===== src/rtl/uart_pkg.sv =====
// ---------------------------------------------------------------------------
// uart_pkg
// Shared definitions for the UART receive path: receiver FSM state encoding,
// the default bit period and the data width.
// No ports (package).
// ---------------------------------------------------------------------------
package uart_pkg;

  // 100 MHz system clock / 115200 baud
  localparam int CLKS_PER_BIT_DEFAULT = 868;
  localparam int UART_DATA_W          = 8;

  typedef enum logic [2:0] {
    S_IDLE,
    S_START,
    S_DATA,
    S_STOP,
    S_BREAK
  } uart_rx_state_t;

endpackage


===== src/rtl/uart_rx_tlb_if.sv =====
// ---------------------------------------------------------------------------
// uart_rx_tlb_if
// Bundles the serial line, the command-FIFO write port and the status pulses
// of the UART receiver.
//   rx_data          serial line, idle high, asynchronous to clk
//   rx_fifo_wr_data  received byte
//   rx_fifo_wr_en    one-cycle write strobe for rx_fifo_wr_data
//   rx_fifo_full     FIFO cannot accept a write this cycle
//   rx_frame_err     one-cycle pulse: stop bit sampled low
//   rx_overrun       one-cycle pulse: good byte dropped, FIFO full
//   rx_busy          receiver FSM not idle
// Modports: slave = receiver side, master = line driver / FIFO side.
// ---------------------------------------------------------------------------
interface uart_rx_tlb_if;
  import uart_pkg::*;

  logic                   rx_data;
  logic [UART_DATA_W-1:0] rx_fifo_wr_data;
  logic                   rx_fifo_wr_en;
  logic                   rx_fifo_full;
  logic                   rx_frame_err;
  logic                   rx_overrun;
  logic                   rx_busy;

  modport slave (
    input  rx_data,
    input  rx_fifo_full,
    output rx_fifo_wr_data,
    output rx_fifo_wr_en,
    output rx_frame_err,
    output rx_overrun,
    output rx_busy
  );

  modport master (
    output rx_data,
    output rx_fifo_full,
    input  rx_fifo_wr_data,
    input  rx_fifo_wr_en,
    input  rx_frame_err,
    input  rx_overrun,
    input  rx_busy
  );

endinterface


===== src/rtl/sync_bit.sv =====
// ---------------------------------------------------------------------------
// sync_bit
// Multi-flop synchronizer for a single asynchronous bit. Flops reset to 1 so
// an idle-high serial line looks idle straight out of reset.
//   clk   system clock
//   rst   asynchronous active-high reset
//   i_d   asynchronous input
//   o_q   synchronized output (SYNC_STAGES cycles of latency)
// ---------------------------------------------------------------------------
module sync_bit #(
  parameter int SYNC_STAGES = 2
) (
  input  logic clk,
  input  logic rst,
  input  logic i_d,
  output logic o_q
);

  logic [SYNC_STAGES-1:0] r_sync;

  // NOTE: non-blocking (<=) in clocked blocks so every flop samples the
  // pre-edge value of its neighbour; blocking here would collapse the chain.
  always_ff @(posedge clk or posedge rst) begin
    if (rst) begin
      // NOTE: reset to the idle level (1), not 0, so leaving reset never
      // presents a false start bit to the receiver.
      r_sync <= '1;
    end else begin
      r_sync <= {r_sync[SYNC_STAGES-2:0], i_d};
    end
  end

  assign o_q = r_sync[SYNC_STAGES-1];

endmodule


===== src/rtl/uart_rx_tlb.sv =====
// ---------------------------------------------------------------------------
// uart_rx_tlb
// 8N1 UART receiver feeding a command FIFO. The line is synchronized, the
// start bit is confirmed at its middle, data and stop bits are sampled at
// their middles, and the result is reported as a single-cycle write,
// framing-error or overrun pulse.
//   clk  system clock (rising edge)
//   rst  asynchronous active-high reset
//   bus  uart_rx_tlb_if.slave (serial line, FIFO write port, status)
// ---------------------------------------------------------------------------
module uart_rx_tlb
  import uart_pkg::*;
#(
  parameter int CLKS_PER_BIT = CLKS_PER_BIT_DEFAULT,
  parameter int SYNC_STAGES  = 2
) (
  input  logic          clk,
  input  logic          rst,
  uart_rx_tlb_if.slave  bus
);

  localparam int TIMER_W = $clog2(CLKS_PER_BIT);
  localparam logic [TIMER_W-1:0] HALF_BIT_M1 = TIMER_W'(CLKS_PER_BIT / 2 - 1);
  localparam logic [TIMER_W-1:0] FULL_BIT_M1 = TIMER_W'(CLKS_PER_BIT - 1);
  localparam logic [2:0]         LAST_IDX    = 3'(UART_DATA_W - 1);

  logic                   w_rx_s;

  uart_rx_state_t         r_state,    w_state_nxt;
  logic [TIMER_W-1:0]     r_timer,    w_timer_nxt;
  logic [2:0]             r_idx,      w_idx_nxt;
  logic [UART_DATA_W-1:0] r_shift,    w_shift_nxt;
  logic [UART_DATA_W-1:0] r_wr_data,  w_wr_data_nxt;
  logic                   r_wr_en,    w_wr_en_nxt;
  logic                   r_frame_err, w_frame_err_nxt;
  logic                   r_overrun,  w_overrun_nxt;
  logic                   w_bit_end;
  logic [TIMER_W-1:0]     w_timer_inc;

  sync_bit #(
    .SYNC_STAGES (SYNC_STAGES)
  ) u_sync (
    .clk (clk),
    .rst (rst),
    .i_d (bus.rx_data),
    .o_q (w_rx_s)
  );

  assign w_bit_end   = (r_timer == FULL_BIT_M1);
  assign w_timer_inc = r_timer + TIMER_W'(1);

  // State register and all datapath registers
  always_ff @(posedge clk or posedge rst) begin
    if (rst) begin
      r_state     <= S_IDLE;
      r_timer     <= '0;
      r_idx       <= '0;
      r_shift     <= '0;
      r_wr_data   <= '0;
      r_wr_en     <= 1'b0;
      r_frame_err <= 1'b0;
      r_overrun   <= 1'b0;
    end else begin
      r_state     <= w_state_nxt;
      r_timer     <= w_timer_nxt;
      r_idx       <= w_idx_nxt;
      r_shift     <= w_shift_nxt;
      r_wr_data   <= w_wr_data_nxt;
      r_wr_en     <= w_wr_en_nxt;
      r_frame_err <= w_frame_err_nxt;
      r_overrun   <= w_overrun_nxt;
    end
  end

  // Next-state and next-datapath logic
  always_comb begin
    // NOTE: every output of this block gets a default first; a path that
    // skips an assignment would otherwise infer a latch.
    w_state_nxt     = r_state;
    w_timer_nxt     = r_timer;
    w_idx_nxt       = r_idx;
    w_shift_nxt     = r_shift;
    w_wr_data_nxt   = r_wr_data;
    w_wr_en_nxt     = 1'b0;
    w_frame_err_nxt = 1'b0;
    w_overrun_nxt   = 1'b0;

    unique case (r_state)
      S_IDLE: begin
        w_timer_nxt = '0;
        if (!w_rx_s) begin
          w_state_nxt = S_START;
        end
      end

      S_START: begin
        // Confirm the start bit at its middle; a high line here was a glitch.
        if (r_timer == HALF_BIT_M1) begin
          w_timer_nxt = '0;
          w_idx_nxt   = '0;
          w_state_nxt = w_rx_s ? S_IDLE : S_DATA;
        end else begin
          w_timer_nxt = w_timer_inc;
        end
      end

      S_DATA: begin
        // Timer was cleared mid start bit, so each wrap lands mid data bit.
        if (w_bit_end) begin
          w_timer_nxt        = '0;
          w_shift_nxt[r_idx] = w_rx_s;
          w_idx_nxt          = r_idx + 3'd1;
          if (r_idx == LAST_IDX) begin
            w_state_nxt = S_STOP;
          end
        end else begin
          w_timer_nxt = w_timer_inc;
        end
      end

      S_STOP: begin
        // Sample mid stop bit and return early so a back-to-back start edge
        // half a bit later is still seen from IDLE.
        if (w_bit_end) begin
          w_timer_nxt = '0;
          if (w_rx_s) begin
            w_state_nxt = S_IDLE;
            if (bus.rx_fifo_full) begin
              w_overrun_nxt = 1'b1;
            end else begin
              w_wr_en_nxt   = 1'b1;
              w_wr_data_nxt = r_shift;
            end
          end else begin
            w_frame_err_nxt = 1'b1;
            w_state_nxt     = S_BREAK;
          end
        end else begin
          w_timer_nxt = w_timer_inc;
        end
      end

      S_BREAK: begin
        // Wait out a held-low line (break) before hunting for a new start.
        w_timer_nxt = '0;
        if (w_rx_s) begin
          w_state_nxt = S_IDLE;
        end
      end

      default: begin
        w_state_nxt = S_IDLE;
        w_timer_nxt = '0;
      end
    endcase
  end

  assign bus.rx_fifo_wr_data = r_wr_data;
  assign bus.rx_fifo_wr_en   = r_wr_en;
  assign bus.rx_frame_err    = r_frame_err;
  assign bus.rx_overrun      = r_overrun;
  assign bus.rx_busy         = (r_state != S_IDLE);

endmodule


===== src/flat_wrapper.sv =====
// flat-port wrapper written by rule: the top's interface ports become plain ports
module uart_rx_tlb_flat import uart_pkg::*;
#(
  parameter int CLKS_PER_BIT = CLKS_PER_BIT_DEFAULT,
  parameter int SYNC_STAGES  = 2
)
  (clk, rst, bus_rx_data, bus_rx_fifo_full, bus_rx_fifo_wr_data, bus_rx_fifo_wr_en, bus_rx_frame_err, bus_rx_overrun, bus_rx_busy);
  uart_rx_tlb_if bus_i ();
  input  logic clk;
  input  logic rst;
  input wire logic [$bits(bus_i.rx_data)-1:0] bus_rx_data;
  input wire logic [$bits(bus_i.rx_fifo_full)-1:0] bus_rx_fifo_full;
  output wire logic [$bits(bus_i.rx_fifo_wr_data)-1:0] bus_rx_fifo_wr_data;
  output wire logic [$bits(bus_i.rx_fifo_wr_en)-1:0] bus_rx_fifo_wr_en;
  output wire logic [$bits(bus_i.rx_frame_err)-1:0] bus_rx_frame_err;
  output wire logic [$bits(bus_i.rx_overrun)-1:0] bus_rx_overrun;
  output wire logic [$bits(bus_i.rx_busy)-1:0] bus_rx_busy;
  assign bus_i.rx_data = bus_rx_data;
  assign bus_i.rx_fifo_full = bus_rx_fifo_full;
  assign bus_rx_fifo_wr_data = bus_i.rx_fifo_wr_data;
  assign bus_rx_fifo_wr_en = bus_i.rx_fifo_wr_en;
  assign bus_rx_frame_err = bus_i.rx_frame_err;
  assign bus_rx_overrun = bus_i.rx_overrun;
  assign bus_rx_busy = bus_i.rx_busy;
  uart_rx_tlb #(.CLKS_PER_BIT(CLKS_PER_BIT), .SYNC_STAGES(SYNC_STAGES)) u_core (.clk(clk), .rst(rst), .bus(bus_i));
endmodule

===== config.mk =====
export PLATFORM = sky130hd
export DESIGN_NAME = uart_rx_tlb_flat
export DESIGN_NICKNAME = d
export VERILOG_FILES = /design/src/rtl/uart_pkg.sv /design/src/rtl/uart_rx_tlb_if.sv /design/src/rtl/sync_bit.sv /design/src/rtl/uart_rx_tlb.sv /design/src/flat_wrapper.sv
export SDC_FILE = /design/constraint.sdc
export NUM_CORES = 1
export LEC_CHECK = 0
export BUFFER_PORTS_ARGS = -buffer_cell sky130_fd_sc_hd__buf_2
export CORE_UTILIZATION = 60
export CTS_BUF_LIST = sky130_fd_sc_hd__clkbuf_4 sky130_fd_sc_hd__clkbuf_8 sky130_fd_sc_hd__clkbuf_16
export DETAILED_ROUTE_END_ITERATION = 12
export GPL_TIMING_DRIVEN = 1
export PLACE_DENSITY = 0.8
export RECOVER_POWER = 25
export SYNTH_ARGS = -nofsm -noshare
export SYNTH_HDL_FRONTEND = slang
export SYNTH_SLANG_ARGS = --single-unit

===== constraint.sdc =====
create_clock -name clk -period 5.2 [get_ports clk]
set_clock_uncertainty 0.15 [all_clocks]
set_input_delay 1.04 -clock clk [delete_from_list [all_inputs] [get_ports clk]]
set_output_delay 1.04 -clock clk [all_outputs]
set_load 0.1 [all_outputs]

### After elaboration in Yosys (flattened, before gate mapping)

Index checks and enable logic that the tools add are counted.

| word-level totals | value |
|---|---|
| register bits after elaboration | 37 |
| input port bits | 4 |
| output and inout bits | 12 |
| word-level logic and storage cells | 65 |

| cells by class | value |
|---|---|
| add/subtract/negate cells | 2 |
| $lt $le $gt $ge | 2 |
| eq/ne operators | 13 |
| mux-type cells | 29 |
| bitwise operators | 1 |
| reduce and logical (&&, ||, !) cells | 9 |

Operators by type and width:

| operator | number |
|---|---|
| $mux W3 | 9 |
| $mux W10 | 2 |
| $pmux W10 S2 | 1 |
| $pmux W3 S5 | 1 |
| $mux W1 | 12 |
| $add A10 B1 Y10 const B | 1 |
| $eq A10 B10 Y1 const B | 1 |
| $eq A10 B9 Y1 const B | 1 |
| $bwmux W8 | 1 |
| $ne A2 B1 Y1 const B | 4 |
| $eq A3 B2 Y1 const B | 2 |
| $eq A3 B3 Y1 const B | 2 |
| $pmux W3 S2 | 1 |
| $reduce_and A6 Y1 | 1 |
| $lt A3 B4 Y1 const B | 1 |
| $ne A2 B2 Y1 const B | 2 |
| $reduce_and A4 Y1 | 1 |
| $add A3 B1 Y3 const B | 1 |
| $demux W1 S3 | 1 |
| $eq A3 B1 Y1 const B | 1 |
| $ge A3 B1 Y1 const B | 1 |
| $logic_not A3 Y1 | 1 |
| $reduce_and A3 Y1 | 1 |
| $reduce_bool A3 Y1 | 1 |
| 6 further kinds | 6 |

### Longest topological paths before layout

Gate-level depths: netlist (run 1).

| logic depth | value |
|---|---|
| depth after elaboration | 5 |
| mapped depth | 6 |
| mapped depth without buffers | 6 |

### Modules after synthesis

Synthesis (run 1) repeated with hierarchy kept, for this count alone.

| second synthesis, totals | value |
|---|---|
| cells, all modules | 153 |
| area, all modules | 1749.2 µm² |

By module, submodules not included:

| module | instances | cells each | area an instance (µm²) |
|---|---|---|---|
| uart_rx_tlb | 1 | 150 | 1692.9 |
| sync_bit | 1 | 3 | 56.3 |

### Worst setup path before layout (run 1)

Ideal clock, no wire load.

| timing | value |
|---|---|
| path kind | register to output |
| start | reg u_core.r_state[1] |
| end | out bus_rx_busy |
| arrival | 1345 ps |
| setup slack | 2665 ps |
| stages on the path, launching flop included | 3 |
| buffers on the path | 1 |
| cells stage by stage | dfrtp_1 clkbuf_1 or3_1 |

| between the ends | value |
|---|---|
| longest elaborated chain between the ends | 1 |

RTL lines:

| what | RTL line | text |
|---|---|---|
| start: declaration | uart_rx_tlb.sv:29 | `uart_rx_state_t r_state, w_state_nxt;` |
| start signal: assignment | uart_rx_tlb.sv:64 | `r_state <= w_state_nxt;` |
| $reduce_bool A3 Y1 | uart_rx_tlb.sv:162 | `assign bus.rx_busy = (r_state != S_IDLE);` |
| end: declaration | flat_wrapper.sv:17 | `output wire logic [$bits(bus_i.rx_busy)-1:0] bus_rx_busy;` |

No other way between the ends.

### Final worst setup path (run 1)

| timing | value |
|---|---|
| start | reg u_core.r_timer[0] |
| end | reg u_core.r_shift[4] |

| between the ends | value |
|---|---|
| longest elaborated chain between the ends | 2 |

RTL lines:

| what | RTL line | text |
|---|---|---|
| start: declaration | uart_rx_tlb.sv:30 | `logic [TIMER_W-1:0] r_timer, w_timer_nxt;` |
| start signal: assignment | uart_rx_tlb.sv:65 | `r_timer <= w_timer_nxt;` |
| $eq A10 B10 Y1 | uart_rx_tlb.sv:49 | `assign w_bit_end = (r_timer == FULL_BIT_M1);` |
| $reduce_and A2 Y1 (no line) | - |  |
| end signal: assignment | uart_rx_tlb.sv:67 | `r_shift <= w_shift_nxt;` |
| end: declaration | uart_rx_tlb.sv:32 | `logic [UART_DATA_W-1:0] r_shift, w_shift_nxt;` |

No other way between the ends.
A chain may end at the register's enable or synchronous reset.

==> flow_summary.ini, run 1 <==
[run]
cap_violations = 1

[run_status]
violations = DRC, capacitance limit, slew limit
outcome = finished, violations left

[sta]
slew_headroom = -0.232
fin_crit_ns = 2.75
setup-tns-final_ns = 0
hold_slack_ns = 0.213
fmaxAchievable_mhz = 363
finalSetupViolCount = 0
maxSlewViolCount = 38
finalHoldViolations = 0
finalCritPeriodShare = 0.529
tightest_slew_ns = 1.85
rsz0062_at_grt = no

[yosys]
synth_top_area_share = 0.487
synth-xor-area-share = 0.0438
synth_compound_area_frac = 0.0480
synth_seq_area_share = 0.516
synth_edf_count = 0
async_reset_ff_frac = 1.00
synth-simple-area-share = 0.224
syn_inst = 149
ys.flop_type = dfrtp_1
syn-num-nets = 157
synth_top_family_by_area = simple AND/OR/NAND/NOR gates
synth.area.top_cells = dfrtp_1 (49%), mux2_2 (11%), nor2_1 (3.1%)
ys.warnings.count = 0
ys_seq_elements = 37
synth_area_mm2 = 0.00180
muxShareOfSynthArea = 0.112
synth_top_cell_by_area = dfrtp_1
yosys.area_share.adder = 0.0278
yosysMostFrequentCell = dfrtp_1
avgSynthCellArea_um2 = 12.1
ys_top_cells_by_count = dfrtp_1 (35), mux2_2 (17), nor2_1 (15), nand2_1 (6), xor2_1 (6)
ys_types = 48

[global_routing]
grt_first_pass_wirelength_um = 5380
grt_overflow = 0
grt_usage = 0.222
met2_usage = 0.340
use_met3 = 0.0714
grt_start_max_net_pins = 38
grt_pass1_vias = 1140
grtUsageMet1 = 0.305
antenna_found_initial = 0
busiest_layer = met2

[detailed_routing]
drt_iter0_markers = 49
num_vias = 1189
final_antenna_net_count = 0
drc = 2
first_pass_iters = 8
routedWlPerCell_um = 15.9
viasPerCell = 6.07
drt-total-wl_um = 3110

[power_and_ir_drop]
powerDensity_mw_per_mm2 = 237
p_leak_uw = 0.000938
ir_drop_uv = 260

[final_layout]
fill_cells = 215
nets = 172
utilization = 0.692
areaGrowthSynthToFinish_pct = 8.00
layout-drive-gt1-share = 0.315
diodes = 0
multi_input_area_um2 = 820
regArea_um2 = 928

[min_path]
hold_depth = 0
min_from = u_core.u_sync.r_sync[0]$_DFF_PP1_
hold_class = register to register
holdPathEnd = u_core.u_sync.r_sync[1]$_DFF_PP1_

[clock_network]
cts_setup_buffers = 0
clk_pin_slew_worst_paths_ns = 0.11
cts-hold-fix-buffers = 0
cts_resized = 0
cts_tree = yes
clockBufferDepth = 2
clock_latency_ns = 0.34
cts-htree-levels = 2
cts_buffers = 5
cts_sinks = 37
root_buffer = clkbuf_4

[floorplan]
initial_core_util = 0.641
die_x_um = 56.7
io_pins = 16
rows = 19
die_h_um = 56.7
coreArea_mm2 = 0.00281
die-area_mm2 = 0.00322

[critical_path]
crit_path_start_kind = register
cp_max_fo = 11
crit_path_end_kind = register
worstReg2RegStart = u_core.r_timer[0]$_DFF_PP0_
crit_type = register to register
cp_slowest_cell = nor4_2
critical_path.cell_chain = ha_1 -> nand4bb_1 -> nor4_2 -> and4bb_2 -> mux2_2
r2r_slack_ns = 2.45
slowest_delay_ns = 0.83
r2r_end = u_core.r_shift[4]$_DFFE_PP0P_
reg2reg_depth = 5
arrival_ns = 2.84
critPathRequiredTime_ns = 5.29
cp-startpoint = u_core.r_timer[0]$_DFF_PP0_

[placement]
hpwl_um = 2170
io_buffers = 15
place.gp.congestion = 0.776
-- registers in the layout, indices dropped and copies added (netlist names) --
signal,cells
u_core.r_shift,8
u_core.bus.rx_frame_err,1
u_core.r_state,3
u_core.bus.rx_fifo_wr_en,1
u_core.bus.rx_fifo_wr_data,8
u_core.bus.rx_overrun,1
u_core.r_idx,3
u_core.u_sync.r_sync,2
u_core.r_timer,10
-- through the flow --
step                      instance area, µm²  power (µW)  instances  setup slack (ns)
after detailed placement                1880         306        188              2.44
final                                   1940         460        196              2.45
after CTS                               1950         464        196              2.42
after global routing                    1940         479        196              2.18
after floorplan                         1800         302        149              2.67
after global placement                  1880         305        188              2.57
-- routing by layer --
metal	routed length, µm	part of all wire
met2	1500	0.48
met5	0	0
met1	1450	0.47
met3	135	0.043
met4	29	0.0093
-- layout make-up --
class	count	share of cell area
timing repair buffer	16	0.0406
tap	31	0.0200
clock buffer	6	0.0264
multi-input combinational	101	0.422
inverter	3	0.00580
sequential	37	0.478
clock inverter	2	0.00709
-- cells by family (layout without fill, tap and decap cells) --
logic type,after synthesis,after routing
xor gates and xnor gates,9,9
buffers and inverters,11,27
DFF,37,37
adders and majority gates,4,4
and+or+nand+nor,59,59
muxes,18,18
AOI/OAI and AO/OA,11,11
-- power breakdown --
| part | internal (µW) | leakage [µW] | switching, µW |
|---|---|---|---|
| Clock | 65.9 | 0.0000382 | 94.5 |
| Sequential | 289 | 0.000495 | 2.10 |
| Combinational | 1.96 | 0.000405 | 6.16 |
-- cells in the final DEF, fill, tap and decap left out, types with 2 or more instances in the layout --
cell,instances
a22o_1,2
and4bb_2,2
buf_2,15
clkbuf_4,5
dfrtp_1,35
dfstp_2,2
ha_1,4
inv_1,3
mux2_2,17
nand2_1,6
nand3_1,5
nand4_1,3
nand4b_1,3
nor2_1,15
nor3b_1,2
nor4_1,3
or3b_2,2
xnor2_1,3
xor2_1,6
-- worst max-delay path, delay by kind of cell (launching register included) --
family                   cells  cell delay, ns
AND/OR/NAND/NOR              3            1.50
flip-flops                   1            0.43
multiplexers                 1            0.33
adder cells (fa/ha/maj)      1            0.25
-- worst max-delay path by stage --
stage	end	slack, ns	cells past startpoint
after floorplan	bus_rx_busy	2.67	2
after global placement	u_core.r_shift[4]$_DFFE_PP0P_	2.57	5
after detailed placement	u_core.r_shift[4]$_DFFE_PP0P_	2.44	5
after CTS	u_core.r_shift[4]$_DFFE_PP0P_	2.42	5
after global routing	u_core.r_state[1]$_DFFE_PP0P_	2.18	3
final	u_core.r_shift[4]$_DFFE_PP0P_	2.45	5
Power figures use the tool's default switching activity.
==> run 2, diff against run 1 <==
Settings changed: CORE_UTILIZATION 60 to 52, PLACE_DENSITY 0.8 to 0.74.
Clock period 5.2 ns to 2.4 ns, I/O delays scaled along.
==> run 2 against run 1 <==
The flow now finishes without violations. Clock power rose to 2.6 times the previous value. Sequential power rose by 120%. Largest cell class unchanged. Worst setup slack got worse by 2.2 ns. Register-to-register slack got worse by 2.2 ns. Combinational power rose by 120%. Die area rose by 15%. Critical path type is now register to output port. Worst hold slack got worse by 0.13 ns. Cell count rose by 8.2%. Largest power group unchanged. Non-clock buffer count rose by 4. Core utilization fell by 6.4 points.
==> flow_summary.ini, run 2 (synthesis gave the netlist of run 1 again) <==
[floorplan]
die_h_um = 60.8
coreArea_mm2 = 0.00318
rows = 20
initial_core_util = 0.566
die-area_mm2 = 0.00370
die_x_um = 60.8
io_pins = 16

[critical_path]
slowest_delay_ns = 0.40
crit_path_end_kind = output port
critical_path.cell_chain = buf_4 -> or3_1 -> buf_2
reg2reg_depth = 5
path_delay_family = buffers and inverters
cp-startpoint = u_core.r_state[1]$_DFFE_PP0P_
crit_type = register to output port
cp.depth = 3
critPathBufInv = 2
r2r_slack_ns = 0.23
arrival_ns = 1.54
r2r_end = u_core.r_shift[4]$_DFFE_PP0P_
cp_slowest_cell = dfrtp_1
cp-endpoint = bus_rx_busy
worstReg2RegStart = u_core.r_timer[2]$_DFF_PP0_
critPathRequiredTime_ns = 1.77
crit_path_start_kind = register
cp_max_fo = 12

[run]
cap_violations = 0

[detailed_routing]
num_vias = 1191
final_antenna_net_count = 0
drt_iter0_markers = 43
viasPerCell = 5.62
route.met2.wl_um = 1410
drt-total-wl_um = 3060
met1_length_um = 1460
top_layer_used = met4
routedWlPerCell_um = 14.4
first_pass_iters = 4
route.met3.wl_um = 102
drc = 0

[placement]
io_buffers = 15
placed_area_mm2 = 0.00193
place.gp.congestion = 0.829
hpwl_um = 2160

[power_and_ir_drop]
finalPower_uw = 1060
ir_drop_uv = 411
powerDensity_mw_per_mm2 = 530
p_leak_uw = 0.000963

[clock_network]
clockBufferDepth = 2
cts-hold-fix-buffers = 0
cts_setup_buffers = 0
cts_tree = yes
cts_sinks = 37
root_buffer = clkbuf_4
clock_latency_ns = 0.34
cts_buffers = 5
cts-htree-levels = 2
cts_resized = 0
clk_pin_slew_worst_paths_ns = 0.11

[final_layout]
utilization = 0.628
nets = 176
layout_common_cells = dfrtp_1 (35), mux2_2 (17), nor2_1 (15), buf_2 (15)
layout-drive-gt1-share = 0.333
diodes = 0
fin_area_mm2 = 0.00200
final_common_cell = dfrtp_1
top_register = u_core.r_timer
areaGrowthSynthToFinish_pct = 11.1
largest_reg_flops = 10

[min_path]
hold_class = input pin to register
hold_depth = 1

[sta]
maxSlewViolCount = 0
tightest_slew_ns = 0.861
finalHoldViolations = 0
hold_slack_ns = 0.0856
slew_headroom = 0.426
fmaxAchievable_mhz = 460
fin_crit_ns = 2.17
finalCritPeriodShare = 0.905
finalSetupViolCount = 0
rsz0062_at_grt = no
setup-tns-final_ns = 0

[global_routing]
antenna_found_initial = 0
grt_first_pass_wirelength_um = 5180
grt_pass1_vias = 1127
grt_start_max_net_pins = 38
grt_usage = 0.199
grt_overflow = 0

[run_status]
outcome = complete, no violations
## run 2: cell types whose count changed in the layout (fill, tap and decap cells not counted)
cell	previous run	this run
buf_4	0	4
bufinv_16	0	1
clkinv_4	1	0
clkbuf_1	1	0
clkbuf_2	0	1
clkbuf_8	1	0
## run 2: layout make-up
cell class,instances,area (µm²)
fillers,251,1180
flip-flops and latches,37,928
multi-input cells,101,820
repair buffers,20,110
well taps,44,55.1
clock buffers,5,37.5
clock inverters,2,35.0
inverters,3,11.3
## run 2: where the power goes
group	switching (µW)	internal, µW	total, µW	leakage [µW]
registers	4.69	626	631	0.000495
logic	13.1	4.47	17.5	0.000427
clock network	197	212	409	0.0000410
total	215	843	1060	0.000963
## run 2: layer usage
layer / GRT usage / vias up
met5: 0 / -
met4: 0.127 / 0
met3: 0.0490 / 10
met2: 0.289 / 24
met1: 0.266 / 582
li1: - / 575
## run 2: worst min path at each step
| stage | startpoint | to | slack [ns] |
|---|---|---|---|
| after global routing | bus_rx_data | u_core.u_sync.r_sync[0]$_DFF_PP1_ | 0.06 |
| after floorplan | u_core.u_sync.r_sync[0]$_DFF_PP1_ | u_core.u_sync.r_sync[1]$_DFF_PP1_ | 0.20 |
| after global placement | u_core.u_sync.r_sync[0]$_DFF_PP1_ | u_core.u_sync.r_sync[1]$_DFF_PP1_ | 0.20 |
| after detailed placement | u_core.u_sync.r_sync[0]$_DFF_PP1_ | u_core.u_sync.r_sync[1]$_DFF_PP1_ | 0.20 |
| final | bus_rx_data | u_core.u_sync.r_sync[0]$_DFF_PP1_ | 0.09 |
| after CTS | rst | u_core.r_timer[2]$_DFF_PP0_ | 0.07 |
## run 2: metrics by stage
stage | cells | worst slack, ns
after floorplan | 149 | 0.194
after detailed placement | 205 | 0.243
final | 212 | 0.227
after CTS | 212 | 0.214
after global routing | 212 | 0.127
after global placement | 205 | 0.257
## run 2: worst register-to-register path: cells and delay by family, from the launching register on
| family | cells | cell delay, ns |
|---|---|---|
| buffers and inverters | 1 | 0.20 |
| AND/OR/NAND/NOR | 3 | 0.91 |
| flip-flops | 1 | 0.48 |
| multiplexers | 1 | 0.32 |
